File: config.mk
export PLATFORM = sky130hd
export DESIGN_NAME = game_sequencer_flat
export DESIGN_NICKNAME = d
export VERILOG_FILES = /design/src/rtl/game_sequencer_if.sv /design/src/rtl/game_sequencer.sv /design/src/flat_wrapper.sv
export SDC_FILE = /design/constraint.sdc
export NUM_CORES = 1
export LEC_CHECK = 0
export CELL_PAD_IN_SITES_DETAIL_PLACEMENT = 1
export CELL_PAD_IN_SITES_GLOBAL_PLACEMENT = 1
export CORE_MARGIN = 1
export CORE_UTILIZATION = 44
export DETAILED_ROUTE_END_ITERATION = 8
export GPL_TIMING_DRIVEN = 0
export PLACE_DENSITY_LB_ADDON = 0.1
export SYNTH_ARGS = -nofsm -noshare
export SYNTH_HDL_FRONTEND = slang
export SYNTH_SLANG_ARGS = --single-unit
File: constraint.sdc
create_clock -name iCLK -period 3.45 [get_ports iCLK]
set_clock_uncertainty 0.2 [all_clocks]
set_input_delay 0.345 -clock iCLK [delete_from_list [all_inputs] [get_ports iCLK]]
set_output_delay 0.345 -clock iCLK [all_outputs]
set_load 0.005 [all_outputs]
File: src/rtl/game_sequencer_if.sv
// Bundle of key/event inputs and page/ball/status outputs between the game
// sequencer and the rest of the VGA ball game.
interface game_sequencer_if #(
  parameter int SCORE_W = 10
);
  logic               iSTART_KEY;
  logic               iPAUSE_KEY;
  logic               iFRAME_TICK;
  logic               iBALL_LOST;
  logic               iPADDLE_HIT;
  logic [1:0]         oPAGE;
  logic               oBALL_EN;
  logic               oBALL_SERVE;
  logic [2:0]         oLIVES;
  logic [SCORE_W-1:0] oSCORE;
  logic [1:0]         oSPEED;

  modport master (
    output iSTART_KEY, iPAUSE_KEY, iFRAME_TICK, iBALL_LOST, iPADDLE_HIT,
    input  oPAGE, oBALL_EN, oBALL_SERVE, oLIVES, oSCORE, oSPEED
  );

  modport slave (
    input  iSTART_KEY, iPAUSE_KEY, iFRAME_TICK, iBALL_LOST, iPADDLE_HIT,
    output oPAGE, oBALL_EN, oBALL_SERVE, oLIVES, oSCORE, oSPEED
  );
endinterface

File: src/rtl/game_sequencer.sv
// Game-level sequencer: start/serve/run/lost/over flow, lives, score and
// ball speed, with frame-based countdowns and a pause toggle during play.
module game_sequencer #(
  parameter int LIVES        = 3,
  parameter int SERVE_FRAMES = 60,
  parameter int LOST_FRAMES  = 90,
  parameter int OVER_FRAMES  = 120,
  parameter int SCORE_W      = 10,
  parameter int SPEEDUP_HITS = 8,
  parameter int MAX_SPEED    = 3
) (
  input logic              iCLK,
  input logic              iRST_n,
  game_sequencer_if.slave  bus
);

  localparam int MAX_SL = (SERVE_FRAMES > LOST_FRAMES) ? SERVE_FRAMES : LOST_FRAMES;
  localparam int MAXF   = (MAX_SL > OVER_FRAMES) ? MAX_SL : OVER_FRAMES;
  localparam int CNT_W  = $clog2(MAXF + 1);
  localparam int HIT_W  = $clog2(SPEEDUP_HITS + 1);

  localparam logic [CNT_W-1:0] SERVE_LAST = CNT_W'(SERVE_FRAMES);
  localparam logic [CNT_W-1:0] LOST_LAST  = CNT_W'(LOST_FRAMES);
  localparam logic [CNT_W-1:0] OVER_LAST  = CNT_W'(OVER_FRAMES);
  localparam logic [HIT_W-1:0] HIT_LAST   = HIT_W'(SPEEDUP_HITS);

  typedef enum logic [2:0] {IDLE, SERVE, RUN, LOST, OVER} state_t;

  function automatic logic [SCORE_W-1:0] sat_inc_score(input logic [SCORE_W-1:0] v);
    return (v == {SCORE_W{1'b1}}) ? v : v + SCORE_W'(1);
  endfunction

  function automatic logic [1:0] sat_inc_speed(input logic [1:0] v);
    return (v >= 2'(MAX_SPEED)) ? v : v + 2'd1;
  endfunction

  state_t             state, state_n;
  logic [CNT_W-1:0]   frame_cnt, frame_n, frame_inc;
  logic [HIT_W-1:0]   hit_cnt, hit_n, hit_inc;
  logic               pause_f, pause_n;
  logic [2:0]         lives, lives_n;
  logic [SCORE_W-1:0] score, score_n;
  logic [1:0]         speed, speed_n;
  logic [1:0]         page, page_n;
  logic               ball_en, ball_en_n;
  logic               ball_serve, ball_serve_n;
  logic               start_q, pause_q;
  logic               start_press, pause_press;

  assign start_press = bus.iSTART_KEY & ~start_q;
  assign pause_press = bus.iPAUSE_KEY & ~pause_q;
  assign frame_inc   = frame_cnt + CNT_W'(1);
  assign hit_inc     = hit_cnt + HIT_W'(1);

  always_comb begin
    state_n      = state;
    frame_n      = frame_cnt;
    hit_n        = hit_cnt;
    pause_n      = pause_f;
    lives_n      = lives;
    score_n      = score;
    speed_n      = speed;
    ball_serve_n = 1'b0;
    case (state)
      IDLE: if (start_press) begin
        lives_n = 3'(LIVES);
        score_n = '0;
        speed_n = '0;
        hit_n   = '0;
        frame_n = '0;
        state_n = SERVE;
      end
      SERVE: if (bus.iFRAME_TICK) begin
        if (frame_inc == SERVE_LAST) begin
          frame_n      = '0;
          ball_serve_n = 1'b1;
          state_n      = RUN;
        end else begin
          frame_n = frame_inc;
        end
      end
      RUN: begin
        if (pause_f) begin
          if (pause_press) pause_n = 1'b0;
        end else if (bus.iBALL_LOST) begin
          // A lost ball overrides any hit or pause press arriving with it.
          lives_n = lives - 3'd1;
          frame_n = '0;
          speed_n = '0;
          hit_n   = '0;
          state_n = LOST;
        end else begin
          if (pause_press) pause_n = 1'b1;
          if (bus.iPADDLE_HIT) begin
            score_n = sat_inc_score(score);
            if (hit_inc == HIT_LAST) begin
              speed_n = sat_inc_speed(speed);
              hit_n   = '0;
            end else begin
              hit_n = hit_inc;
            end
          end
        end
      end
      LOST: begin
        speed_n = '0;
        hit_n   = '0;
        if (bus.iFRAME_TICK) begin
          if (frame_inc == LOST_LAST) begin
            frame_n = '0;
            state_n = (lives == 3'd0) ? OVER : SERVE;
          end else begin
            frame_n = frame_inc;
          end
        end
      end
      OVER: begin
        if (bus.iFRAME_TICK && (frame_cnt != OVER_LAST)) frame_n = frame_inc;
        if (start_press && (frame_cnt == OVER_LAST)) begin
          frame_n = '0;
          state_n = IDLE;
        end
      end
      default: state_n = IDLE;
    endcase
    if (state_n != RUN) pause_n = 1'b0;

    // Outputs are registered from the next state so they change with it.
    case (state_n)
      IDLE:    page_n = 2'b00;
      RUN:     page_n = pause_n ? 2'b10 : 2'b01;
      OVER:    page_n = 2'b11;
      default: page_n = 2'b01;
    endcase
    ball_en_n = (state_n == RUN) && !pause_n;
  end

  always_ff @(posedge iCLK) begin
    if (!iRST_n) begin
      state      <= IDLE;
      frame_cnt  <= '0;
      hit_cnt    <= '0;
      pause_f    <= 1'b0;
      lives      <= '0;
      score      <= '0;
      speed      <= '0;
      page       <= 2'b00;
      ball_en    <= 1'b0;
      ball_serve <= 1'b0;
      start_q    <= 1'b1;
      pause_q    <= 1'b1;
    end else begin
      state      <= state_n;
      frame_cnt  <= frame_n;
      hit_cnt    <= hit_n;
      pause_f    <= pause_n;
      lives      <= lives_n;
      score      <= score_n;
      speed      <= speed_n;
      page       <= page_n;
      ball_en    <= ball_en_n;
      ball_serve <= ball_serve_n;
      start_q    <= bus.iSTART_KEY;
      pause_q    <= bus.iPAUSE_KEY;
    end
  end

  assign bus.oPAGE       = page;
  assign bus.oBALL_EN    = ball_en;
  assign bus.oBALL_SERVE = ball_serve;
  assign bus.oLIVES      = lives;
  assign bus.oSCORE      = score;
  assign bus.oSPEED      = speed;

endmodule

File: src/flat_wrapper.sv
// flat-port wrapper written by rule: the top's interface ports become plain ports
module game_sequencer_flat 
#(
  parameter int LIVES        = 3,
  parameter int SERVE_FRAMES = 60,
  parameter int LOST_FRAMES  = 90,
  parameter int OVER_FRAMES  = 120,
  parameter int SCORE_W      = 10,
  parameter int SPEEDUP_HITS = 8,
  parameter int MAX_SPEED    = 3
)
  (iCLK, iRST_n, bus_iSTART_KEY, bus_iPAUSE_KEY, bus_iFRAME_TICK, bus_iBALL_LOST, bus_iPADDLE_HIT, bus_oPAGE, bus_oBALL_EN, bus_oBALL_SERVE, bus_oLIVES, bus_oSCORE, bus_oSPEED);
  game_sequencer_if #(.SCORE_W(SCORE_W)) bus_i ();
  input logic iCLK;
  input logic iRST_n;
  input wire logic [$bits(bus_i.iSTART_KEY)-1:0] bus_iSTART_KEY;
  input wire logic [$bits(bus_i.iPAUSE_KEY)-1:0] bus_iPAUSE_KEY;
  input wire logic [$bits(bus_i.iFRAME_TICK)-1:0] bus_iFRAME_TICK;
  input wire logic [$bits(bus_i.iBALL_LOST)-1:0] bus_iBALL_LOST;
  input wire logic [$bits(bus_i.iPADDLE_HIT)-1:0] bus_iPADDLE_HIT;
  output wire logic [$bits(bus_i.oPAGE)-1:0] bus_oPAGE;
  output wire logic [$bits(bus_i.oBALL_EN)-1:0] bus_oBALL_EN;
  output wire logic [$bits(bus_i.oBALL_SERVE)-1:0] bus_oBALL_SERVE;
  output wire logic [$bits(bus_i.oLIVES)-1:0] bus_oLIVES;
  output wire logic [$bits(bus_i.oSCORE)-1:0] bus_oSCORE;
  output wire logic [$bits(bus_i.oSPEED)-1:0] bus_oSPEED;
  assign bus_i.iSTART_KEY = bus_iSTART_KEY;
  assign bus_i.iPAUSE_KEY = bus_iPAUSE_KEY;
  assign bus_i.iFRAME_TICK = bus_iFRAME_TICK;
  assign bus_i.iBALL_LOST = bus_iBALL_LOST;
  assign bus_i.iPADDLE_HIT = bus_iPADDLE_HIT;
  assign bus_oPAGE = bus_i.oPAGE;
  assign bus_oBALL_EN = bus_i.oBALL_EN;
  assign bus_oBALL_SERVE = bus_i.oBALL_SERVE;
  assign bus_oLIVES = bus_i.oLIVES;
  assign bus_oSCORE = bus_i.oSCORE;
  assign bus_oSPEED = bus_i.oSPEED;
  game_sequencer #(.LIVES(LIVES), .SERVE_FRAMES(SERVE_FRAMES), .LOST_FRAMES(LOST_FRAMES), .OVER_FRAMES(OVER_FRAMES), .SCORE_W(SCORE_W), .SPEEDUP_HITS(SPEEDUP_HITS), .MAX_SPEED(MAX_SPEED)) u_core (.iCLK(iCLK), .iRST_n(iRST_n), .bus(bus_i));
endmodule
## Word-level counts from Yosys, hierarchy flattened

Index checks and enable logic that the tools add are counted.

| storage, ports and cells | value |
|---|---|
| bits in registers | 36 |
| latch bits | 0 |
| memory bits (writable) | 0 |
| bits in read-only memories | 0 |
| input bits | 7 |
| output and inout port bits | 19 |
| memories | 0 |

| operators by class | value |
|---|---|
| $add $sub $neg | 5 |
| multiply operators | 0 |
| divide/modulo/power cells | 0 |
| $lt $le $gt $ge | 1 |
| equality and inequality tests | 25 |
| shifts and indexed selects | 0 |
| multiplexer cells | 52 |
| bitwise operators | 4 |
| reductions and logical operators | 16 |

Operators by type and width:

| cell | count |
|---|---|
| 7-bit 2-to-1 mux | 9 |
| 10-bit 2-to-1 mux | 5 |
| 3-bit 2-to-1 mux | 12 |
| 7-bit case mux with 5 select lines | 1 |
| 4-bit 2-to-1 mux | 5 |
| 10-bit case mux with 2 select lines | 1 |
| 3-bit case mux with 5 select lines | 1 |
| 7-bit == test (second input constant) | 2 |
| 2-bit 2-to-1 mux | 7 |
| 2-bit inequality test (second input constant) | 7 |
| 2-bit case mux with 3 select lines | 2 |
| 4-bit case mux with 3 select lines | 1 |
| 6-bit AND reduction | 2 |
| 10-bit by 1-bit adder with 10-bit output (second input constant) | 1 |
| 10-bit == test (second input constant) | 1 |
| 3-bit by 2-bit == test with 1-bit output (second input constant) | 3 |
| 3-bit zero test | 3 |
| 4-bit AND reduction | 2 |
| 7-bit by 1-bit adder with 7-bit output (second input constant) | 1 |
| 7-bit by 6-bit == test with 1-bit output (second input constant) | 1 |
| 1-bit 2-to-1 mux | 7 |
| 7-bit inequality test (second input constant) | 1 |
| 7-bit AND reduction | 1 |
| 3-bit == test (second input constant) | 2 |
| 19 further kinds | 25 |

## Longest topological paths before layout

| depth | value |
|---|---|
| depth after elaboration | 9 |
| depth in mapped cells | 9 |
| mapped depth without buffers | 8 |

## Worst setup path after synthesis

No wires, ideal clock.

| timing path | value |
|---|---|
| path type | reg-to-reg |
| from | register u_core.frame_cnt[0] |
| to | register u_core.frame_cnt[2] |
| data arrival time | 1830 ps |
| data required time | 3180 ps |
| path slack | 1350 ps |
| cell stages (with the launch flop) | 8 |
| buffers on the path | 0 |
| cells stage by stage | dfxtp_1 inv_1 ha_1 nand3_1 o41ai_4 o32a_1 or4b_1 a21boi_1 |

| on the way | value |
|---|---|
| longest elaborated chain between the ends | 5 |

Ends and longest elaborated chain:

| element | RTL line | RTL |
|---|---|---|
| start, declared | game_sequencer.sv:38 | `logic [CNT_W-1:0] frame_cnt, frame_n, frame_inc;` |
| start signal, assigned | game_sequencer.sv:154 | `frame_cnt <= frame_n;` |
| 7-bit by 1-bit adder with 7-bit output | game_sequencer.sv:52 | `assign frame_inc = frame_cnt + CNT_W'(1);` |
| 7-bit == test or 7-bit by 6-bit == test with 1-bit output (tied branches) | game_sequencer.sv:109, game_sequencer.sv:74 |  |
| 7-bit 2-to-1 mux, on equally long branches | game_sequencer.sv:109, game_sequencer.sv:74 |  |
| 7-bit 2-to-1 mux, on equally long branches | game_sequencer.sv:108, game_sequencer.sv:73 |  |
| 7-bit case mux with 5 select lines | game_sequencer.sv:64 | `case (state)` |

Several ways; a longest one is shown, not always the timed one. The select of a mux whose other input is x is not followed.
A chain may end at the register's enable or synchronous reset.

## Worst setup path in the final report

| timing path | value |
|---|---|
| from | input port bus_iSTART_KEY |
| to | register u_core.speed[1], in the netlist u_core.bus.oSPEED[1] |

| on the way | value |
|---|---|
| longest elaborated chain between the ends | 3 |

Ends and longest elaborated chain:

| element | RTL line | RTL |
|---|---|---|
| start, declared | flat_wrapper.sv:16 | `input wire logic [$bits(bus_i.iSTART_KEY)-1:0] bus_iSTART_KEY;` |
| 1-bit bitwise AND | game_sequencer.sv:50 | `assign start_press = bus.iSTART_KEY & ~start_q;` |
| 2-bit by 1-bit inequality test with 1-bit output (no line) | n/a |  |
| 6-bit AND reduction (no line) | n/a |  |
| end signal, assigned | game_sequencer.sv:159 | `speed <= speed_n;` |
| end, declared | game_sequencer.sv:43 | `logic [1:0] speed, speed_n;` |

No other way between the ends.

==> out/summary.txt <==
DP HPWL - 3740 um
share of synthesized registers carrying an async set or reset - 0
Die H - 69.5 um
Mapped Cells - 243
drt pass-1 iters - 4
Tot Pwr - 0.000812 W
highest cell delay on the worst timing path - 0.50 ns
CTS Root Cell - clkbuf_8
mapped cell area - 2000 um2
total CTS buffers - 5
Hold Path Class - in2reg
Final TNS setup - 0 ns
Worst-Skew Late Latency - 0.29 ns
CP max-delay cell - clkdlybuf4s50_1
Die W - 69.5 um
Layout area overhead - 20.1%
Period minus WS final - 2.49 ns
H-tree depth - 2
MaxCap Viol Count - 0
post-synthesis sequential area ratio - 0.360
Slew HR - 0.467
DR iter-0 viols - 61
port bufs - 24
CP delay by family, top - compound AO/OA/AOI/OAI gates
measured slew at the worst slew-check pin - 0.795 ns
initial antenna violation count - 0
Final Hold Viols - 0
hold buffer count at CTS - 0
n_diodes - 0
postcts setup bufs - 0
first-pass GRT wire length - 8560 um
Synth Register Bits - 36
syn avg cell area - 8.24 um2
CP arrival - 2.47 ns
RSZ-0062 raised after global routing - no
VDD IR max - 180 uV
Post-Route WL - 5070 um
CORE AREA - 4350 um2
status - finished clean
R2R Setup Slk - 0.96 ns
top cell type's share of synthesized area - 0.360
# rows - 24
Main synth FF type - dfxtp_1
design area - 2410 um2
most area-consuming cells after synthesis - dfxtp_1 (36%), ha_1 (5.6%), nand2_1 (5.2%)
Routability Congestion - 0.771
fmax - 0.401 GHz
post_cts resized - 0
vias after detailed routing - 1880
grt ovf - 0
crit path max fanout - 8
critical path type - in2reg
CTS sink cnt - 36
CP startpoint kind - input pin
Crit. End Element - flop
Max clock buf depth - 2
largest net degree at the start of global routing - 13
vias per cell - 5.75
cells along the critical path - clkdlybuf4s50_1 > or3b_1 > nand3_1 > o2111ai_1 > a311o_1 > a32oi_1 > nor2_1
Pleak - 0.848 nW
CTS tree - done
Max Slew Vio Count - 0
clock-pin slew on the worst setup and hold paths - 0.08 ns
layout cell share with drive strength beyond 1 - 0.0691
Netlist cell types - 55
crit share post-route - 0.723
Routed wire per std cell - 15.5 um
Critical Path RT - 3.43 ns
number of global-route vias before repair - 1864
IO Pins - 26
syn nets - 259
drt drc - 0
GRT Util Overall - 0.222
final number of setup-violating endpoints - 0
Post-synth EDFFs - 0
Placed Area - 2310 um2
PwrDens - 337 nW/um2
die area - 4830 um2
Yosys top cell by area - dfxtp_1
initial core utilization - 0.460
nets - 290
Final ANT Viol Nets - 0
Ys Warns - 0
crit path buf inv count - 1
-- cells in the final DEF, fill, tap and decap left out, drive strengths merged, types with 2 or more instances in the layout --
master and n:
a21boi 6, a21oi 14, a31oi 3, a41oi 2, and2 3, and3 2, buf 2, clkbuf 11
clkdlybuf4s50 24, clkinvlp 2, dfxtp 36, ha 9, inv 15, nand2 28, nand2b 5, nand3 11
nand3b 8, nand4 8, nor2 24, nor2b 3, nor3 6, o21a 2, o21ai 8, o221ai 2
o22ai 4, xnor2 10
-- area by class of cell --
cell class                 count  area (um2)
inverter                      15        56.3
multi-input combinational    185        1200
sequential                    36         721
buffer                         7        28.8
tap                           52        65.1
fill                         555        1950
clock inverter                 2        15.0
timing repair buffer          24         240
clock buffer                   6        82.6
-- synthesized netlist by cell type (2+ instances only) --
master,instances
nand4_1,8
inv_1,15
xnor2_1,10
o21ai_0,7
nor2_1,24
ha_1,9
nand2b_1,5
o22ai_1,4
a21boi_0,5
a41oi_1,2
clkbuf_1,5
dfxtp_1,36
nand2_1,28
buf_2,2
and2_1,3
nor3_1,6
nor2b_1,3
o21a_1,2
nand3b_1,7
a21oi_1,14
nand3_1,11
and3_1,2
a31oi_1,3
-- state kept, by name (all words and copies together) (netlist names) --
name / cells
u_core.pause_f: 1
u_core.frame_cnt: 7
u_core.hit_cnt: 4
u_core.bus.oBALL_SERVE: 1
u_core.bus.oSCORE: 10
u_core.bus.oPAGE: 2
u_core.pause_q: 1
u_core.start_q: 1
u_core.bus.oLIVES: 3
u_core.state: 3
u_core.bus.oSPEED: 2
u_core.bus.oBALL_EN: 1
-- final timing paths --
check / endpoint / depth (start not counted) / startpoint
worst max-delay path: u_core.bus.oSPEED[1] / 7 / bus_iSTART_KEY
worst min-delay path: u_core.pause_q / 2 / iRST_n
worst max register to register: u_core.frame_cnt[4] / 8 / u_core.frame_cnt[0]
worst min register to register: u_core.bus.oSCORE[1] / 2 / u_core.bus.oSCORE[1]
-- cell families (layout without fill, tap and decap cells) --
kind of cell / after synthesis / in the layout / synth area share
AOI/OAI and AO/OA: 58 / 58 / 0.219
xor gates and xnor gates: 10 / 10 / 0.0437
adders and majority gates: 9 / 9 / 0.0562
buffers and inverters: 22 / 54 / 0.0425
DFF: 36 / 36 / 0.360
muxes: 1 / 1 / 0.00500
and+or+nand+nor: 107 / 107 / 0.274
-- stage by stage --
step | worst slack, ns | cells | utilization | hold WS (ns)
final | 0.956 | 327 | 0.553 | 0.263
after global routing | 0.760 | 327 | 0.553 | 0.316
after CTS | 0.953 | 327 | 0.553 | 0.266
after detailed placement | 0.680 | 319 | 0.530 | 0.306
after global placement | 0.688 | 319 | 0.530 | 0.287
after floorplan | 1.35 | 243 | - | 0.246
-- where the power goes --
part / internal, W / switching [W]
clock: 0.000162 / 0.000160
sequential: 0.000420 / 0.00000325
combinational: 0.0000254 / 0.0000418
total: 0.000607 / 0.000205
-- layer usage --
metal,wire length (um),vias to the layer above,part of all wire,global-route usage
li1,-,936,-,-
met1,2420,912,0.48,0.275
met2,2450,26,0.48,0.385
met3,142,6,0.028,0.0465
met4,61,0,0.012,0.0680
met5,0,-,0,0
Note: power is estimated with default switching activity, not from simulation.
